File: src/rtl/pong_pkg.sv
// Shared playfield geometry and paddle FSM encoding for the pong blocks.
package pong_pkg;

  localparam int unsigned COORD_W = 16;

  localparam logic [COORD_W-1:0] X_MIN    = 16'd144;
  localparam logic [COORD_W-1:0] X_MAX    = 16'd783;
  localparam logic [COORD_W-1:0] PAD_W    = 16'd80;
  localparam logic [COORD_W-1:0] CENTRE_L = 16'd424;
  localparam logic [COORD_W-1:0] CENTRE_R = 16'd503;

  typedef enum logic {
    PLAY   = 1'b0,
    FREEZE = 1'b1
  } pad_state_e;

  function automatic logic [COORD_W-1:0] min_coord(input logic [COORD_W-1:0] a,
                                                   input logic [COORD_W-1:0] b);
    return (a < b) ? a : b;
  endfunction

endpackage

File: src/rtl/btn_debounce.sv
// Two-flop synchroniser followed by a counter that accepts a new level
// only after DB_CYCLES consecutive differing samples.
module btn_debounce
  import pong_pkg::*;
#(
  parameter logic [15:0] DB_CYCLES = 16'd50000
) (
  input  logic clk,
  input  logic rst_n,
  input  logic btn,
  output logic level
);

  logic               sync1;
  logic               sync2;
  logic [COORD_W-1:0] cnt;
  logic [COORD_W:0]   cnt_inc_c;

  assign cnt_inc_c = {1'b0, cnt} + 17'd1;

  always_ff @(posedge clk or negedge rst_n) begin
    if (!rst_n) begin
      sync1 <= 1'b0;
      sync2 <= 1'b0;
      cnt   <= '0;
      level <= 1'b0;
    end else begin
      sync1 <= btn;
      sync2 <= sync1;
      // Any sample matching the accepted level restarts the run.
      if (sync2 == level) begin
        cnt <= '0;
      end else if (cnt_inc_c >= {1'b0, DB_CYCLES}) begin
        level <= sync2;
        cnt   <= '0;
      end else begin
        cnt <= cnt_inc_c[COORD_W-1:0];
      end
    end
  end

endmodule

File: src/rtl/paddle_ctrl.sv
// Paddle position controller: debounced buttons move both paddles at a
// divided rate, clamped to the field; a ball loss recentres and freezes play.
module paddle_ctrl
  import pong_pkg::*;
#(
  parameter logic [15:0] DB_CYCLES    = 16'd50000,
  parameter logic [15:0] STEP_DIV     = 16'd4,
  parameter logic [15:0] STEP_PX      = 16'd2,
  parameter logic [15:0] FREEZE_TICKS = 16'd500
) (
  input  logic        clk,
  input  logic        rst_n,
  input  logic        btn_l1,
  input  logic        btn_r1,
  input  logic        btn_l2,
  input  logic        btn_r2,
  input  logic        fell,
  output logic [15:0] left_r1,
  output logic [15:0] right_r1,
  output logic [15:0] left_r2,
  output logic [15:0] right_r2,
  output logic        frozen
);

  logic db_l1, db_r1, db_l2, db_r2;

  btn_debounce #(.DB_CYCLES(DB_CYCLES)) u_db_l1 (.clk(clk), .rst_n(rst_n), .btn(btn_l1), .level(db_l1));
  btn_debounce #(.DB_CYCLES(DB_CYCLES)) u_db_r1 (.clk(clk), .rst_n(rst_n), .btn(btn_r1), .level(db_r1));
  btn_debounce #(.DB_CYCLES(DB_CYCLES)) u_db_l2 (.clk(clk), .rst_n(rst_n), .btn(btn_l2), .level(db_l2));
  btn_debounce #(.DB_CYCLES(DB_CYCLES)) u_db_r2 (.clk(clk), .rst_n(rst_n), .btn(btn_r2), .level(db_r2));

  logic [COORD_W-1:0] divider;
  logic               tick_c;
  logic [COORD_W-1:0] frz_load_c;

  pad_state_e         state, state_nxt;
  logic [COORD_W-1:0] frz_cnt, frz_cnt_nxt;
  logic [COORD_W-1:0] l1_nxt, r1_nxt, l2_nxt, r2_nxt;
  logic               frozen_nxt;

  assign tick_c     = (divider == STEP_DIV - 16'd1);
  assign frz_load_c = (FREEZE_TICKS == 16'd0) ? 16'd1 : FREEZE_TICKS;

  // One clamped step of a paddle; returns {left, right}. Both or neither held means hold.
  function automatic logic [2*COORD_W-1:0] move_pad(input logic [COORD_W-1:0] left,
                                                    input logic [COORD_W-1:0] right,
                                                    input logic go_l,
                                                    input logic go_r);
    logic [COORD_W-1:0] d;
    d        = '0;
    move_pad = {left, right};
    if (go_l && !go_r) begin
      d        = min_coord(STEP_PX, left - X_MIN);
      move_pad = {left - d, right - d};
    end else if (go_r && !go_l) begin
      d        = min_coord(STEP_PX, X_MAX - right);
      move_pad = {left + d, right + d};
    end
  endfunction

  always_comb begin
    state_nxt   = state;
    frz_cnt_nxt = frz_cnt;
    frozen_nxt  = frozen;
    l1_nxt      = left_r1;
    r1_nxt      = right_r1;
    l2_nxt      = left_r2;
    r2_nxt      = right_r2;
    if (fell) begin
      // A ball loss outranks any tick, in either state.
      state_nxt   = FREEZE;
      frz_cnt_nxt = frz_load_c;
      frozen_nxt  = 1'b1;
      l1_nxt      = CENTRE_L;
      r1_nxt      = CENTRE_R;
      l2_nxt      = CENTRE_L;
      r2_nxt      = CENTRE_R;
    end else begin
      case (state)
        PLAY: begin
          if (tick_c) begin
            {l1_nxt, r1_nxt} = move_pad(left_r1, right_r1, db_l1, db_r1);
            {l2_nxt, r2_nxt} = move_pad(left_r2, right_r2, db_l2, db_r2);
          end
        end
        FREEZE: begin
          l1_nxt = CENTRE_L;
          r1_nxt = CENTRE_R;
          l2_nxt = CENTRE_L;
          r2_nxt = CENTRE_R;
          if (tick_c) begin
            if (frz_cnt <= 16'd1) begin
              state_nxt   = PLAY;
              frz_cnt_nxt = '0;
              frozen_nxt  = 1'b0;
            end else begin
              frz_cnt_nxt = frz_cnt - 16'd1;
            end
          end
        end
        default: state_nxt = PLAY;
      endcase
    end
  end

  always_ff @(posedge clk or negedge rst_n) begin
    if (!rst_n) begin
      state    <= PLAY;
      frz_cnt  <= '0;
      frozen   <= 1'b0;
      divider  <= '0;
      left_r1  <= CENTRE_L;
      right_r1 <= CENTRE_R;
      left_r2  <= CENTRE_L;
      right_r2 <= CENTRE_R;
    end else begin
      state    <= state_nxt;
      frz_cnt  <= frz_cnt_nxt;
      frozen   <= frozen_nxt;
      divider  <= tick_c ? 16'd0 : divider + 16'd1;
      left_r1  <= l1_nxt;
      right_r1 <= r1_nxt;
      left_r2  <= l2_nxt;
      right_r2 <= r2_nxt;
    end
  end

endmodule

File: config.mk
export PLATFORM = sky130hd
export DESIGN_NAME = paddle_ctrl
export DESIGN_NICKNAME = d
export VERILOG_FILES = /design/src/rtl/pong_pkg.sv /design/src/rtl/btn_debounce.sv /design/src/rtl/paddle_ctrl.sv
export SDC_FILE = /design/constraint.sdc
export NUM_CORES = 1
export LEC_CHECK = 0
export CAP_MARGIN = 15
export CORE_AREA = 2 2 158 144
export DETAILED_ROUTE_END_ITERATION = 10
export DIE_AREA = 0 0 160 146
export HOLD_SLACK_MARGIN = 0.08
export PLACE_DENSITY = 0.79
export SYNTH_ARGS = -nofsm -noshare
export SYNTH_HDL_FRONTEND = slang
export SYNTH_SLANG_ARGS = --single-unit
File: constraint.sdc
create_clock -name clk -period 6.8 [get_ports clk]
set_clock_uncertainty 0.15 [all_clocks]
set_input_delay 2.04 -clock clk [delete_from_list [all_inputs] [get_ports clk]]
set_output_delay 2.04 -clock clk [all_outputs]
set_load 0.02 [all_outputs]
==> key figures <==
Placement
  • Port bufs: 71
  • Gpl congestion: 0.895
  • Inst Count DP: 1838
  • Post-DP HPWL: 21.6 mm

Min path
  • Hold path endpoint: u_db_l2.sync2$_DFF_PN0_
  • Cells on Worst Hold Path: 0
  • Hold path start: u_db_l2.sync1$_DFF_PN0_
  • Hold Crit Class: register to register

Clock tree
  • CTS Root Cell: clkbuf_16
  • CTS H-Tree Depth: 4
  • Hold_buf cts: 0
  • Clock buffer count from CTS: 17
  • Clock Latency Late Sink: 450 ps
  • # Post-CTS Setup Buffers: 0
  • Sink Count: 174
  • CTS resizes: 0
  • CTS clk-pin slew, worst paths: 70 ps
  • Clock Tree Buf Depth: 2
  • CTS tree: done

Finish
  • # diodes: 0
  • Multi-input gate area: 0.00790 mm^2
  • Share of layout cells above drive strength 1: 0.0671
  • Commonest non-fill, non-tap cell in the layout: nor2_1
  • Commonest non-fill, non-tap cells in the layout: nor2_1 (170), dfrtp_1 (150), nand2_1 (137)
  • Area grow syn2layout: 11.1%
  • Register Area: 0.00438 mm^2
  • Fillers: 1824
  • Final core occ: 0.663
  • Final nets: 1628
  • Non-Filler Instances: 1870

Critical path
  • R2R cell count: 24
  • CP startpoint: right_r1[4]$_DFFE_PN1P_
  • Critical setup path kind: register to register
  • R2r endpoint: left_r1[15]$_DFFE_PN0P_
  • Crit path DAT: 6270 ps
  • Launching point of the worst reg2reg path: right_r1[4]$_DFFE_PN1P_
  • Worst-path cell with the longest stage delay: dfstp_2
  • CP max stage delay: 600 ps
  • Worst Setup Start Kind: register
  • CP Cell Sequence: inv_1 > ha_1 > nor3b_1 > o211ai_1 > mux2_2 > nor4b_1 > buf_4 > and2_1 > ha_1 > o22a_1 > inv_1 > ha_1 > nor2b_1 > o21ai_0 > a21oi_1 > o21ai_0 > nand2b_1 > maj3_1 > a22o_1 > o31a_1 > o41ai_2 > xnor2_1 > or3_1 > a21oi_1
  • Critical Path Fanout Max: 9
  • Required @ worst endpoint: 7010 ps
  • Most frequent cell on the critical path: ha_1
  • Setup crit end kind: register
  • Setup slack, reg-to-reg: 730 ps

Timing
  • # setup viols final: 0
  • Final period utilization: 0.892
  • Max-slew violation count: 0
  • Fin crit period: 6070 ps
  • Final Hold Slack: 205 ps
  • Unrepaired setup endpoints after global routing: no
  • Final setup TNS: 0 ps
  • Endpoints failing hold: 0
  • Peak Freq: 165 MHz
  • Worst-Margin Slew: 1010 ps
  • Worst slew margin: 0.329

Floorplan
  • IO Pins: 72
  • DIE HEIGHT: 146 um
  • DIE AREA: 0.0234 mm^2
  • Die outline width: 160 um
  • Core Area: 0.0216 mm^2
  • Effective utilization at floorplan: 0.596
  • Core Rows: 51

Global routing
  • Total global-route track usage: 0.272
  • GRT overflow: 0
  • Pin count of the biggest net entering global routing: 108
  • Vias in the first global route: 10900
  • First-pass GRT wire length: 53.0 mm
  • Antenna violations before repair: 0

Pwr
  • Sw Share: 0.262
  • Switch Pwr: 0.553 mW
  • Clock power share: 0.478
  • Reg power frac: 0.499
  • Part of the power in combinational logic: 0.023
  • Power consumption: 2.11 mW
  • Peak VDD IR: 0.166 mV
  • Pwr Density: 148 mW/mm^2
  • Internal Pwr Total: 1.56 mW
  • LEAKAGE: 6.00 nW

Logic synthesis
  • Synthesized area: 0.0129 mm^2
  • Post-synth EDFFs: 0
  • Syn Inst Count: 1552
  • Warnings from Yosys: 0
  • Synth async-reset ratio: 1.00
  • Syn_nets: 1614
  • Synth Flop Type: dfrtp_1
  • Yosys cell types: 94
  • Synth Register Bits: 174
  • Synth area leader: dfrtp_1
  • Seq/Total Area, Yosys: 0.341
  • Syn_area_per_cell: 8.29 um^2
  • Ranking of synthesized cells by area: dfrtp_1 (29%), xnor2_1 (5.1%), nor2_1 (5.0%)
  • Synth top area share: 0.292

Detailed routing
  • Routed len/inst: 16.9 um
  • Vias: 11600
  • 1st-iter DRT viols: 991
  • Final wirelength: 31.6 mm
  • DR pass1 iterations: 5
  • Vias per cell: 6.20
  • DRC Markers: 0
  • ANT nets after route: 0

Run
  • Max cap viols: 0

Outcome
  • Status: finished, final reports clean
==> routing by layer <==
metal | routed length [um] | part of all wire | vias up | global-route usage
met5 | 0 | 0 | - | 0
met4 | 512 | 0.016 | 0 | 0.0815
met3 | 2120 | 0.067 | 48 | 0.0527
met2 | 14600 | 0.46 | 403 | 0.428
met1 | 14400 | 0.46 | 5513 | 0.381
li1 | - | - | 5624 | -
==> worst max-delay path by stage <==
| stage | end | slack (ps) |
|---|---|---|
| 2_1_floorplan | left_r2[12]$_DFFE_PN0P_ | 1140 |
| 3_3_place_gp | left_r1[15]$_DFFE_PN0P_ | 1010 |
| 5_1_grt | left_r1[15]$_DFFE_PN0P_ | 340 |
| 4_1_cts | left_r1[15]$_DFFE_PN0P_ | 770 |
| 3_5_place_dp | left_r2[12]$_DFFE_PN0P_ | 830 |
| 6_report | left_r1[15]$_DFFE_PN0P_ | 730 |
==> flip-flops by register name, summed over array words and instances, names as in the netlist, 16 cells and up <==
register and count:
left_r1 16, divider 16, left_r2 16, right_r1 16, frz_cnt 16, u_db_r2.cnt 16, u_db_r1.cnt 16, u_db_l1.cnt 16
right_r2 16, u_db_l2.cnt 16
==> synth_stat cells, drive strengths merged (6+ instances only) <==
master,number
a22oi,10
nand4,14
a31oi,14
o21ai,103
o211ai,17
nand2,137
nor3,48
and3,36
nand3b,6
o21a,7
a21oi,94
xor2,42
o311ai,9
buf,14
nand2b,27
mux2i,13
inv,60
nor3b,7
xnor2,75
or4,7
nor4b,7
a211oi,13
clkbuf,75
o31ai,10
a2111oi,7
dfrtp,150
ha,51
nor2b,22
o22ai,11
maj3,14
a21o,12
nand3,67
nor2,173
dfstp,24
a211o,8
or3,36
and2,16
nor4,19
o2111ai,8
o221ai,6
==> critical path, delay by kind of cell, from the launching register on <==
| family | cells | cell delay (ps) |
|---|---|---|
| compound gates | 9 | 2110 |
| simple gates | 6 | 1140 |
| fa+ha+maj | 4 | 1060 |
| flops | 1 | 600 |
| mux | 1 | 390 |
| buf+inv | 3 | 370 |
| xor+xnor | 1 | 130 |
==> area by class of cell <==
type                       instances  area share
clock buffer                      17      0.0298
clock inverter                    15      0.0128
inverter                          61      0.0160
multi-input combinational       1228       0.552
sequential                       174       0.307
tap                              291      0.0255
timing repair buffer              84      0.0566
==> cells by family (layout without fill, tap and decap cells) <==
group / count (synthesis) / in the layout / synth area share
and+or+nand+nor: 637 / 637 / 0.246
AOI/OAI and AO/OA: 387 / 387 / 0.205
DFF: 174 / 174 / 0.341
buffers and inverters: 150 / 177 / 0.0471
xor gates and xnor gates: 117 / 117 / 0.0797
adders and majority gates: 69 / 69 / 0.0667
muxes: 18 / 18 / 0.0145
==> power groups by stage <==
stage | Sequential, mW | Clock [mW] | Combinational, mW
after global placement | 1.07 | 0 | 0.0489
after CTS | 1.05 | 1.03 | 0.0505
final | 1.05 | 1.01 | 0.0483
after detailed placement | 1.07 | 0 | 0.0504
after global routing | 1.05 | 1.07 | 0.0577
after floorplan | 1.07 | 0 | 0.0198
==> per-stage QoR <==
| step | instance area (um^2) | setup WS [ps] |
|---|---|---|
| 2_1_floorplan | 12900 | 1140 |
| 3_3_place_gp | 13700 | 1010 |
| 3_5_place_dp | 13700 | 830 |
| 4_1_cts | 14300 | 771 |
| 5_1_grt | 14300 | 338 |
| 6_report | 14300 | 734 |
(Power assumes the default switching activity.)
